File: src/rtl/simple_scan_pkg.sv
// simple_scan_pkg: shared types and constants for the simple_circuit scan controller
//   FSM state enum, vector count, golden {E,F,G,H} response table, MISR taps and
//   the fault-free MISR signature.
package simple_scan_pkg;

   typedef enum logic [1:0] {IDLE, APPLY, SAMPLE, DONE} state_t;

   localparam int NUM_VEC = 8;

   // Golden {E,F,G,H} per vector, vector 0 in the least significant nibble.
   localparam logic [4*NUM_VEC-1:0] GOLDEN_TBL = 32'hDE46_4242;

   localparam logic [3:0] MISR_TAPS  = 4'b0011;
   localparam logic [3:0] GOLDEN_SIG = 4'h4;

   function automatic logic [3:0] golden(input logic [2:0] v);
      return GOLDEN_TBL[{v, 2'b00} +: 4];
   endfunction

endpackage

File: src/rtl/simple_scan_misr.sv
// simple_scan_misr: 4-bit MISR (x^4+x+1, seed 0) compacting sampled responses
//   clk, rst_n : clock, asynchronous active-low reset
//   clr        : synchronous clear back to the seed
//   en         : fold din into the signature this cycle
//   din[3:0]   : response word {E,F,G,H}
//   sig[3:0]   : current signature
module simple_scan_misr
   import simple_scan_pkg::*;
(
   input  logic       clk,
   input  logic       rst_n,
   input  logic       clr,
   input  logic       en,
   input  logic [3:0] din,
   output logic [3:0] sig
);

   always_ff @(posedge clk or negedge rst_n)
      if (!rst_n)
         sig <= '0;
      else if (clr)
         sig <= '0;
      else if (en)
         sig <= {sig[2:0], 1'b0} ^ (sig[3] ? MISR_TAPS : 4'b0000) ^ din;

endmodule

File: src/rtl/simple_circuit_scan_ctrl.sv
// simple_circuit_scan_ctrl: self-test sequencer for the simple_circuit netlist
//   Applies vectors 0..7 as {A,B,C}, samples {E,F,G,H} after SETTLE_CYCLES and
//   compares against the golden table.
//   clk, rst_n                 : clock, asynchronous active-low reset
//   start, abort               : run request (IDLE only) / cancel a run
//   dut_a, dut_b, dut_c        : registered stimulus to the circuit
//   dut_e, dut_f, dut_g, dut_h : circuit responses
//   busy, done, pass           : run status
//   mismatch_cnt, fail_map     : saturating failure count, per-vector fail bits
//   first_fail_vec/_valid      : lowest failing vector
//   signature                  : MISR result when SIMPLE_SCAN_MISR_EN is defined, else 0
module simple_circuit_scan_ctrl
   import simple_scan_pkg::*;
#(
   parameter int SETTLE_CYCLES = 2,
   parameter int CNT_W         = 4
)(
   input  logic             clk,
   input  logic             rst_n,
   input  logic             start,
   input  logic             abort,
   output logic             dut_a,
   output logic             dut_b,
   output logic             dut_c,
   input  logic             dut_e,
   input  logic             dut_f,
   input  logic             dut_g,
   input  logic             dut_h,
   output logic             busy,
   output logic             done,
   output logic             pass,
   output logic [CNT_W-1:0] mismatch_cnt,
   output logic [7:0]       fail_map,
   output logic [2:0]       first_fail_vec,
   output logic             first_fail_valid,
   output logic [3:0]       signature
);

   localparam int SW = (SETTLE_CYCLES > 1) ? $clog2(SETTLE_CYCLES) : 1;

   generate
      if (SETTLE_CYCLES < 1) begin : g_bad_settle
         $error("SETTLE_CYCLES must be at least 1");
      end
      if (CNT_W < 4) begin : g_bad_cnt
         $error("CNT_W must be at least 4");
      end
   endgenerate

   state_t           state, state_nxt;
   logic [SW-1:0]    settle;
   logic [2:0]       vec;
   logic [3:0]       resp;
   logic             go, smp, miss, settled;
   logic [CNT_W-1:0] cnt_nxt;

   assign resp    = {dut_e, dut_f, dut_g, dut_h};
   assign go      = state == IDLE && start && !abort;
   // An abort in SAMPLE wins over the compare, so nothing is recorded that cycle.
   assign smp     = state == SAMPLE && !abort;
   assign miss    = smp && resp != golden(vec);
   assign settled = settle == SW'(SETTLE_CYCLES - 1);
   assign cnt_nxt = (miss && !(&mismatch_cnt)) ? mismatch_cnt + CNT_W'(1) : mismatch_cnt;

   assign busy  = state == APPLY || state == SAMPLE;
   assign done  = state == DONE;
   assign dut_a = vec[2];
   assign dut_b = vec[1];
   assign dut_c = vec[0];

   always_ff @(posedge clk or negedge rst_n)
      if (!rst_n)
         state <= IDLE;
      else
         state <= state_nxt;

   always_comb begin
      state_nxt = state;
      case (state)
         IDLE:    state_nxt = go ? APPLY : IDLE;
         APPLY:   state_nxt = abort ? IDLE : settled ? SAMPLE : APPLY;
         SAMPLE:  state_nxt = abort ? IDLE : (vec == 3'd7) ? DONE : APPLY;
         default: state_nxt = IDLE;
      endcase
   end

   // vec wraps 7 -> 0 on the last sample, so the stimulus is already 0 in DONE.
   always_ff @(posedge clk or negedge rst_n)
      if (!rst_n) begin
         settle           <= '0;
         vec              <= '0;
         pass             <= 1'b0;
         mismatch_cnt     <= '0;
         fail_map         <= '0;
         first_fail_vec   <= '0;
         first_fail_valid <= 1'b0;
      end else begin
         settle <= (state == APPLY && !settled) ? settle + SW'(1) : '0;
         vec    <= (busy && abort) ? 3'd0 : smp ? vec + 3'd1 : vec;
         pass   <= go ? 1'b0 : (smp && vec == 3'd7) ? (cnt_nxt == '0) : pass;
         if (go) begin
            mismatch_cnt     <= '0;
            fail_map         <= '0;
            first_fail_vec   <= '0;
            first_fail_valid <= 1'b0;
         end else if (miss) begin
            mismatch_cnt   <= cnt_nxt;
            fail_map[vec]  <= 1'b1;
            if (!first_fail_valid) begin
               first_fail_vec   <= vec;
               first_fail_valid <= 1'b1;
            end
         end
      end

`ifdef SIMPLE_SCAN_MISR_EN
   simple_scan_misr u_misr (
      .clk  (clk),
      .rst_n(rst_n),
      .clr  (go),
      .en   (smp),
      .din  (resp),
      .sig  (signature)
   );
`else
   assign signature = 4'h0;
`endif

endmodule

File: config.mk
export PLATFORM = sky130hd
export DESIGN_NAME = simple_circuit_scan_ctrl
export DESIGN_NICKNAME = d
export VERILOG_FILES = /design/src/rtl/simple_scan_pkg.sv /design/src/rtl/simple_scan_misr.sv /design/src/rtl/simple_circuit_scan_ctrl.sv
export SDC_FILE = /design/constraint.sdc
export NUM_CORES = 1
export LEC_CHECK = 0
export ABC_CLOCK_PERIOD_IN_PS = 2100
export CORE_UTILIZATION = 42
export DETAILED_ROUTE_END_ITERATION = 6
export PLACE_DENSITY = 0.74
export SYNTH_ARGS = -nofsm -noshare
export SYNTH_HDL_FRONTEND = slang
export SYNTH_SLANG_ARGS = --single-unit
File: constraint.sdc
create_clock -name clk -period 2.1 [get_ports clk]
set_input_delay 0.42 -clock clk [delete_from_list [all_inputs] [get_ports clk]]
set_output_delay 0.42 -clock clk [all_outputs]
set_load 0.01 [all_outputs]
=== Word level (Yosys, flattened, before mapping) ===
Index checks and enable logic that the tools add are counted.

* Logic and storage cells: 64
* Latch bits: 0
* Input bits: 8
* Flip-flop bits (word level): 23
* Memory bits (writable): 0
* Bits in read-only memories: 0
* Memories: 0
* Output and inout bits: 26

* Bitwise logic cells: 1
* Add/subtract/negate cells: 3
* Reduce and logical (&&, ||, !) cells: 20
* Order comparisons: 2
* Multiplexer cells: 23
* $mul: 0
* Shift-type cells: 1
* Div/mod/pow operators: 0
* Equal/unequal tests: 6

{| class="wikitable"
|+ Operators with widths
! operator !! number
|-
| $shiftx 32x6->4 const A || 1
|-
| $mux 8 || 2
|-
| $mux 3 || 5
|-
| $mux 4 || 3
|-
| $logic_and 1x1->1 || 9
|-
| $mux 2 || 4
|-
| $or 8x8->8 || 1
|-
| $mux 1 || 7
|-
| $pmux 2 s3 || 1
|-
| $reduce_bool 2->1 || 3
|-
| $add 4x1->4 const B || 1
|-
| $eq 2x2->1 const B || 2
|-
| $logic_not 4->1 || 1
|-
| $lt 3x4->1 const B || 1
|-
| $ne 4x4->1 || 1
|-
| $reduce_and 4->1 || 1
|-
| $add 3x1->3 const B || 1
|-
| $demux 1 s3 || 1
|-
| $eq 3x3->1 const B || 1
|-
| $ge 3x1->1 const B || 1
|-
| $logic_not 1->1 || 3
|-
| $eq 2x1->1 const B || 1
|-
| $logic_not 2->1 || 1
|-
| $ne 2x1->1 const B || 1
|-
| other kinds (3) || 3
|}

=== Logic depth before layout (Yosys ltp) ===
Gate-level depths: netlist (run 1).

* Depth in word-level cells: 8
* Depth in mapped cells: 9
* Depth with buffers taken out: 7

=== Worst setup path before layout (run 1) ===
Ideal clock, no wire load.

* Path type: register to register
* Start: register vec[1]
* End: register pass
* Cell stages (with the launch flop): 8
* Required time: 2008 ps
* Setup time: 92 ps
* Slack: 107 ps
* Path buffers: 0
* Data arrival time: 1901 ps
* Period minus slack after synthesis: 1993 ps
* Cell sequence: dfrtp_1 -> ha_1 -> ha_1 -> xor2_1 -> o31a_1 -> a211o_1 -> a22o_1 -> o31ai_2

* Cells in the longest elaborated chain, start to end: 8
* Elaborated cells on any way between the ends: 11
* Those cells by class: 2 x eq/ne; 1 x shift; 3 x mux; 5 x reduce/logical

{| class="wikitable"
|+ Ends and longest elaborated chain
! item !! line !! text
|-
| start: declaration || simple_circuit_scan_ctrl.sv:52 || <nowiki>logic [2:0] vec;</nowiki>
|-
| start signal: assignment || simple_circuit_scan_ctrl.sv:99 || <nowiki>vec <= (busy && abort) ? 3'd0 : smp ? vec + 3'd1 : vec;</nowiki>
|-
| $shiftx 32x6->4 || simple_scan_pkg.sv:17 || <nowiki>return GOLDEN_TBL[{v, 2'b00} +: 4];</nowiki>
|-
| $ne 4x4->1 || simple_circuit_scan_ctrl.sv:61 || <nowiki>assign miss = smp && resp != golden(vec);</nowiki>
|-
| $logic_and 1x1->1 || simple_circuit_scan_ctrl.sv:61 ||
|-
| $logic_and 1x1->1 || simple_circuit_scan_ctrl.sv:63 || <nowiki>assign cnt_nxt = (miss && !(&mismatch_cnt)) ? mismatch_cnt + CNT_W'(1) : mismatch_cnt;</nowiki>
|-
| $mux 4 || simple_circuit_scan_ctrl.sv:63 ||
|-
| $logic_not 4->1 || simple_circuit_scan_ctrl.sv:100 || <nowiki>pass <= go ? 1'b0 : (smp && vec == 3'd7) ? (cnt_nxt == '0) : pass;</nowiki>
|-
| $mux 1 (2 in series) || simple_circuit_scan_ctrl.sv:100 ||
|-
| end signal: assignment || simple_circuit_scan_ctrl.sv:100 ||
|-
| end: declaration || simple_circuit_scan_ctrl.sv:31 || <nowiki>output logic pass,</nowiki>
|}

Parallel ways exist; a longest one is shown, timed or not. The select of a mux whose other input is x is not followed.
A chain may end at the register's enable or synchronous reset.

=== Final worst setup path (run 1) ===
* Start: register vec[0]
* End: register pass

Same word-level chain as after synthesis.

==> reports/qor.txt, run 1 <==
Reg2Reg Setup Slack = 0.06 ns
CP Data Required Time = 2.33 ns
Setup WS pre-CTS = -0.249 ns
Final Cell Area = 1620 sq um
Area leader, netlist = dfrtp_1
Seq/Total Area, Yosys = 47.5%
Diode count = 0
CTS root buffer = clkbuf_4
Synth unique cells = 33
Routed WL = 2670 microns
Die area = 3100 sq um
Worst-path maximum fanout = 7
Fill count = 237
Final Net Count = 174
Skew-Pair Late Insertion Delay = 0.31 ns
Starting Density = 44.3%
Post-synthesis register bit count = 23
Slowest CP cell = dfrtp_1
Worst hold path class = input pin to async pin
Clock transition at path regs = 0.12 ns
H-tree levels = 1
Routed len/inst = 14.1 microns
Die Span Y = 55.7 microns
All-Layer GR Usage = 18.7%
Pwr/cell area = 504 nW/um^2
Post-synth EDFFs = 0
Critical path, cell by cell = ha_2 > ha_4 > xor2_1 > o31a_1 > a211o_1 > a22o_1 > o31ai_2
GP Congestion = 0.784
Clock Sinks = 23
Total number of vias = 1018
Final setup vio count = 0
Setup Skew = 0.00717 ns
Hold-fix buffers at CTS = 0
Mapped Cells = 121
Syn avg cell area = 10.0 sq um
Vias in the first global route = 1002
Port Buffers = 29
FFs w/ async S/R, synth = 100%
WP data arrival = 2.27 ns
Overflow left after global routing = 0
Max-slew violations = 0
Final ANT Viol Nets = 0
Largest delay share family, worst path = compound AO/OA/AOI/OAI gates
First-pass GRT wire length = 4600 microns
Post-route setup slack = 0.0580 ns
Die width = 55.7 microns
Max VDD drop = 0.345 mV
Tcrit/Tclk final = 97.2%
# DRC = 0
Commonest cells post-synth = dfrtp_1, nor2_1, nand2_1
Layout area overhead = 33.4%
Top-count cell post-synth = dfrtp_1
Vias per cell = 5.39
Setup Crit Path Kind = flip-flop to flip-flop
DP HPWL = 1980 microns
WP buf/inv = 0
Initial antenna violation count = 0
Post-synth top area share = 47.5%
CTS Buf Count = 3
Core area = 2730 sq um
Placed cell area = 1550 sq um
Clk buf depth = 2
Crit. End Element = flip-flop
Initial DRC count = 16
Top_reg_cell synth = dfrtp_1
I/O pin count = 34
Max cap viols = 0
Row count = 19
Area contributors post-synth = dfrtp_1, ha_1, nor2_1
Share of post-route cells with drive strength above 1 = 12.0%
Leak pwr = 0.779 nW
CP Launch Type = flip-flop
Synth Warn # = 0
Status = completed
Largest net degree at the start of global routing = 24
Critical path's largest stage delay = 0.41 ns
CTS tree = yes
Final hold violation count = 0
FMAX = 490 MHz
Area of the mapped netlist = 1210 sq um
1st-pass router iterations = 4
Post-route minimum period = 2.04 ns
RSZ-0062 raised after global routing = yes
## flip-flops by register name, indices dropped and copies added (netlist names)
name / count
vec: 3
fail_map: 8
first_fail_vec: 3
first_fail_valid: 1
settle: 1
pass: 1
mismatch_cnt: 4
state: 2
## cell families after synthesis
logic type / share of synthesized area, %
other: 0.310
XOR/XNOR: 4.34
AND/OR/NAND/NOR: 17.8
multiplexers: 4.13
flip-flops: 47.5
buffers and inverters: 6.72
adder cells (fa/ha/maj): 7.23
AO/OA/AOI/OAI: 12.0
## worst paths after layout
check | to | cells after the start | start
max | pass | 7 | vec[0]
min | fail_map[1] | 2 | rst_n
max reg2reg | pass | 7 | vec[0]
min reg2reg | settle | 1 | settle
max in group asynchronous | first_fail_valid | 2 | rst_n
min in group clk | settle | 1 | settle
## placed cells by master, fill, tap and decap left out
cell type and n:
a41oi_1 1, a211o_1 1, a22oi_1 1, clkbuf_4 3, nand4b_1 2, nand3_1 4, mux2i_1 5, inv_1 3
xor2_1 3, buf_4 12, ha_4 1, a22o_1 1, ha_2 1, and2_1 1, o31ai_2 1, o31a_1 1
ha_1 5, xnor2_1 3, a21oi_1 5, clkbuf_1 1, conb_1 4, nor3_1 1, and2b_1 3, nand2_1 9
o22ai_1 3, and3b_1 1, nor2b_1 3, a211oi_1 1, nor2_1 17, and3_1 2, dfrtp_1 23, a31oi_1 5
dlymetal6s2s_1 1, clkdlybuf4s50_1 28, a21o_1 1, or2_2 1
## per-stage QoR
step / utilization (%) / power, mW / setup TNS [ns] / hold slack [ns] / instances
after floorplan: - / 0.556 / 0 / 0.124 / 124
after global placement: 56.7 / 0.616 / -0.574 / 0.433 / 182
after detailed placement: 56.7 / 0.622 / -1.28 / 0.451 / 182
after CTS: 57.9 / 0.831 / 0 / 0.459 / 187
after global routing: 59.1 / 0.863 / -0.0155 / 0.472 / 189
final: 59.1 / 0.815 / 0 / 0.460 / 189
## per-layer routing
| metal | up-vias | routed length [microns] | global-route usage (%) |
|---|---|---|---|
| li1 | 481 | - | - |
| met1 | 510 | 1230 | 23.9 |
| met2 | 25 | 1290 | 32.0 |
| met3 | 2 | 126 | 4.42 |
| met4 | 0 | 19 | 4.29 |
| met5 | - | 0 | 0 |
## worst reg2reg max path: stages (launching register included)
cell	delay, ns
dfrtp_1	0.41
ha_2	0.21
ha_4	0.16
xor2_1	0.15
o31a_1	0.38
a211o_1	0.31
a22o_1	0.19
o31ai_2	0.17
## what timing repair did
item	in CTS	in global routing
pin swaps	0	5
setup endpoints to repair	1	3
buffers inserted	1	2
gates resized for setup	0	4
## power breakdown
part           switching, mW  internal (mW)  total [mW]  leakage, nW
Sequential            0.0110          0.457       0.468        0.318
Combinational         0.0759         0.0722       0.148        0.446
Clock                  0.124         0.0741       0.198       0.0150
Total                  0.211          0.604       0.815        0.779
## final cells by class
type	instances	area, sq um	share of cell area, %
Multi-Input combinational cell	87	581	35.9
Sequential cell	23	576	35.6
Timing Repair Buffer	41	383	23.7
Tap cell	31	38.8	2.40
Clock buffer	4	26.3	1.63
Inverter	3	11.3	0.697
No activity file was read; power rests on OpenSTA's default activity.
==> inputs of run 2 (changes only) <==
--- a/config.mk
+++ b/config.mk
@@ -8,6 +8,7 @@
 export ABC_CLOCK_PERIOD_IN_PS = 2100
 export CORE_UTILIZATION = 42
 export DETAILED_ROUTE_END_ITERATION = 6
+export HOLD_SLACK_MARGIN = 0.03
 export PLACE_DENSITY = 0.74
 export SYNTH_ARGS = -nofsm -noshare
 export SYNTH_HDL_FRONTEND = slang
==> results of run 2 <==
No change in the layout: final DEF, timing and power equal those of run 1.
==> inputs of run 3 (changes only) <==
--- a/config.mk
+++ b/config.mk
@@ -9,6 +9,7 @@
 export CORE_UTILIZATION = 42
 export DETAILED_ROUTE_END_ITERATION = 6
 export HOLD_SLACK_MARGIN = 0.03
+export MAX_ROUTING_LAYER = met4
 export PLACE_DENSITY = 0.74
 export SYNTH_ARGS = -nofsm -noshare
 export SYNTH_HDL_FRONTEND = slang
==> run 3 against run 2 <==
  * Cell area unchanged
  * Cell count unchanged
  * Global-route usage increased by 0.74 points
  * Largest power group unchanged
  * Core utilization unchanged
  * Register-to-register slack about the same
  * Clock power about the same
  * Total power about the same
  * Die area unchanged
  * Critical endpoint unchanged
  * Sequential share of layout area unchanged
  * Sequential cell count unchanged
  * Clock-buffer cell count unchanged
==> reports/qor.txt, run 3 (synthesis results as in run 1) <==
Status = completed
I/O pin count = 34 (unchanged)
Skew-Pair Late Insertion Delay = 0.31 ns (about the same)
Setup Skew = 0.00687 ns (-0.000305 ns)
Placed cell area = 1550 sq um (unchanged)
Clk buf depth = 2 (unchanged)
Final hold violation count = 0 (unchanged)
Most frequent cells in the layout = clkdlybuf4s50_1, dfrtp_1, nor2_1
Setup Crit Path Kind = flip-flop to flip-flop
Starting Density = 44.3% (unchanged)
Final ANT Viol Nets = 0 (unchanged)
Initial antenna violation count = 0 (unchanged)
Post-route setup slack = 0.0576 ns (-0.000411 ns)
Worst-path maximum fanout = 7 (unchanged)
Max VDD drop = 0.344 mV (about the same)
FF/Latch Area = 576 sq um (unchanged)
Post-route minimum period = 2.04 ns (+0.000411 ns)
Regs by FF count = fail_map: 8 flops, mismatch_cnt: 4 flops
Max-slew violations = 0 (unchanged)
Vias per cell = 5.39 (unchanged)
DP HPWL = 1980 microns (unchanged)
Clock transition at path regs = 0.12 ns (about the same)
Max reg flops = 8 (unchanged)
Die width = 55.7 microns (unchanged)
All-Layer GR Usage = 19.4% (+0.74 points)
CTS root buffer = clkbuf_4
Core area = 2730 sq um (unchanged)
RSZ-0062 raised after global routing = yes
Fill count = 237 (unchanged)
Pwr/cell area = 504 nW/um^2 (about the same)
Total number of vias = 1018 (unchanged)
CTS tree = yes
H-tree levels = 1 (unchanged)
Final Cell Area = 1620 sq um (unchanged)
Met1 global-route usage = 25.3% (+1.4 points)
Diode count = 0 (unchanged)
Initial DRC count = 16 (unchanged)
FMAX = 490 MHz (about the same)
GR met3 Demand/Resource = 3.49% (-0.93 points)
CP Launch Type = flip-flop
Worst hold path class = input pin to async pin
Final setup vio count = 0 (unchanged)
Overflow left after global routing = 0 (unchanged)
Commonest non-fill, non-tap cell in the layout = clkdlybuf4s50_1
Port Buffers = 29 (unchanged)
Clock Sinks = 23 (unchanged)
Share of post-route cells with drive strength above 1 = 12.0% (unchanged)
Area of the multi-input gates = 581 sq um (unchanged)
GP Congestion = 0.795 (+1.4%)
Layout area overhead = 33.4% (unchanged)
First-pass GRT wire length = 4620 microns (+0.46%)
Top reg by flops = fail_map
Routed WL = 2670 microns (+0.11%)
1st-pass router iterations = 4 (unchanged)
Tcrit/Tclk final = 97.3% (about the same)
Final Net Count = 174 (unchanged)
Largest net degree at the start of global routing = 24 (unchanged)
# DRC = 0 (unchanged)
Die area = 3100 sq um (unchanged)
Die Span Y = 55.7 microns (unchanged)
Routed len/inst = 14.1 microns (+0.11%)
Max cap viols = 0 (unchanged)
Most used routing layer in global routing = met2
Row count = 19 (unchanged)
Vias in the first global route = 996 (-0.60%)
Setup WS pre-CTS = -0.249 ns (unchanged)
M2 GR Usage = 31.8% (-0.17 points)
CP Data Required Time = 2.33 ns (about the same)
Total Power = 0.815 mW (about the same)
Leak pwr = 0.779 nW (unchanged)
Crit. End Element = flip-flop
Worst R2R Path Depth = 7 (unchanged)
WP data arrival = 2.27 ns (about the same)
CTS Buf Count = 3 (unchanged)
run 3: cell type report:
| cell class | count | area share [%] |
|---|---|---|
| clock buffer | 4 | 1.63 |
| inverter | 3 | 0.697 |
| multi-input combinational | 87 | 35.9 |
| sequential | 23 | 35.6 |
| tap | 31 | 2.40 |
| timing repair buffer | 41 | 23.7 |
run 3: per-layer routing:
layer	vias to the layer above	part of all wire, %
met5	-	0
met4	0	0.71
met3	2	3.7
met2	25	48
met1	510	48
li1	481	-
run 3: path summary, 6_finish.rpt:
| path | start | to | slack, ns |
|---|---|---|---|
| max in group asynchronous | rst_n | first_fail_valid | 1.40 |
| max | vec[0] | pass | 0.06 |
| min reg2reg | settle | settle | 0.47 |
| max reg2reg | vec[0] | pass | 0.06 |
| min | rst_n | fail_map[1] | 0.46 |
| min in group clk | settle | settle | 0.47 |
run 3: what timing repair did:
action / in CTS / in global routing
setup buffers: 1 / 2
pin swaps: 0 / 5
setup endpoints to repair: 1 / 3
hold buffers: 0 / 0
gates resized for setup: 0 / 4
endpoints found under the hold margin: 0 / 0
run 3: critical path, stage by stage (launching register included):
cell and delay, ns:
dfrtp_1 0.41, ha_2 0.21, ha_4 0.16, xor2_1 0.15, o31a_1 0.38, a211o_1 0.31, a22o_1 0.19, o31ai_2 0.17
run 3: power breakdown:
| part | switching (mW) | internal, mW | total, mW |
|---|---|---|---|
| clock | 0.124 | 0.0741 | 0.198 |
| sequential | 0.0110 | 0.457 | 0.468 |
| combinational | 0.0761 | 0.0722 | 0.148 |
| total | 0.211 | 0.604 | 0.815 |
run 3: stage by stage:
step	hold WS, ns	std cells	utilization (%)	TNS, ns
after global placement	0.433	182	56.7	-0.574
after floorplan	0.124	124	-	0
after CTS	0.459	187	57.9	0
final	0.462	189	59.1	0
after global routing	0.478	189	59.1	-0.0155
after detailed placement	0.451	182	56.7	-1.28
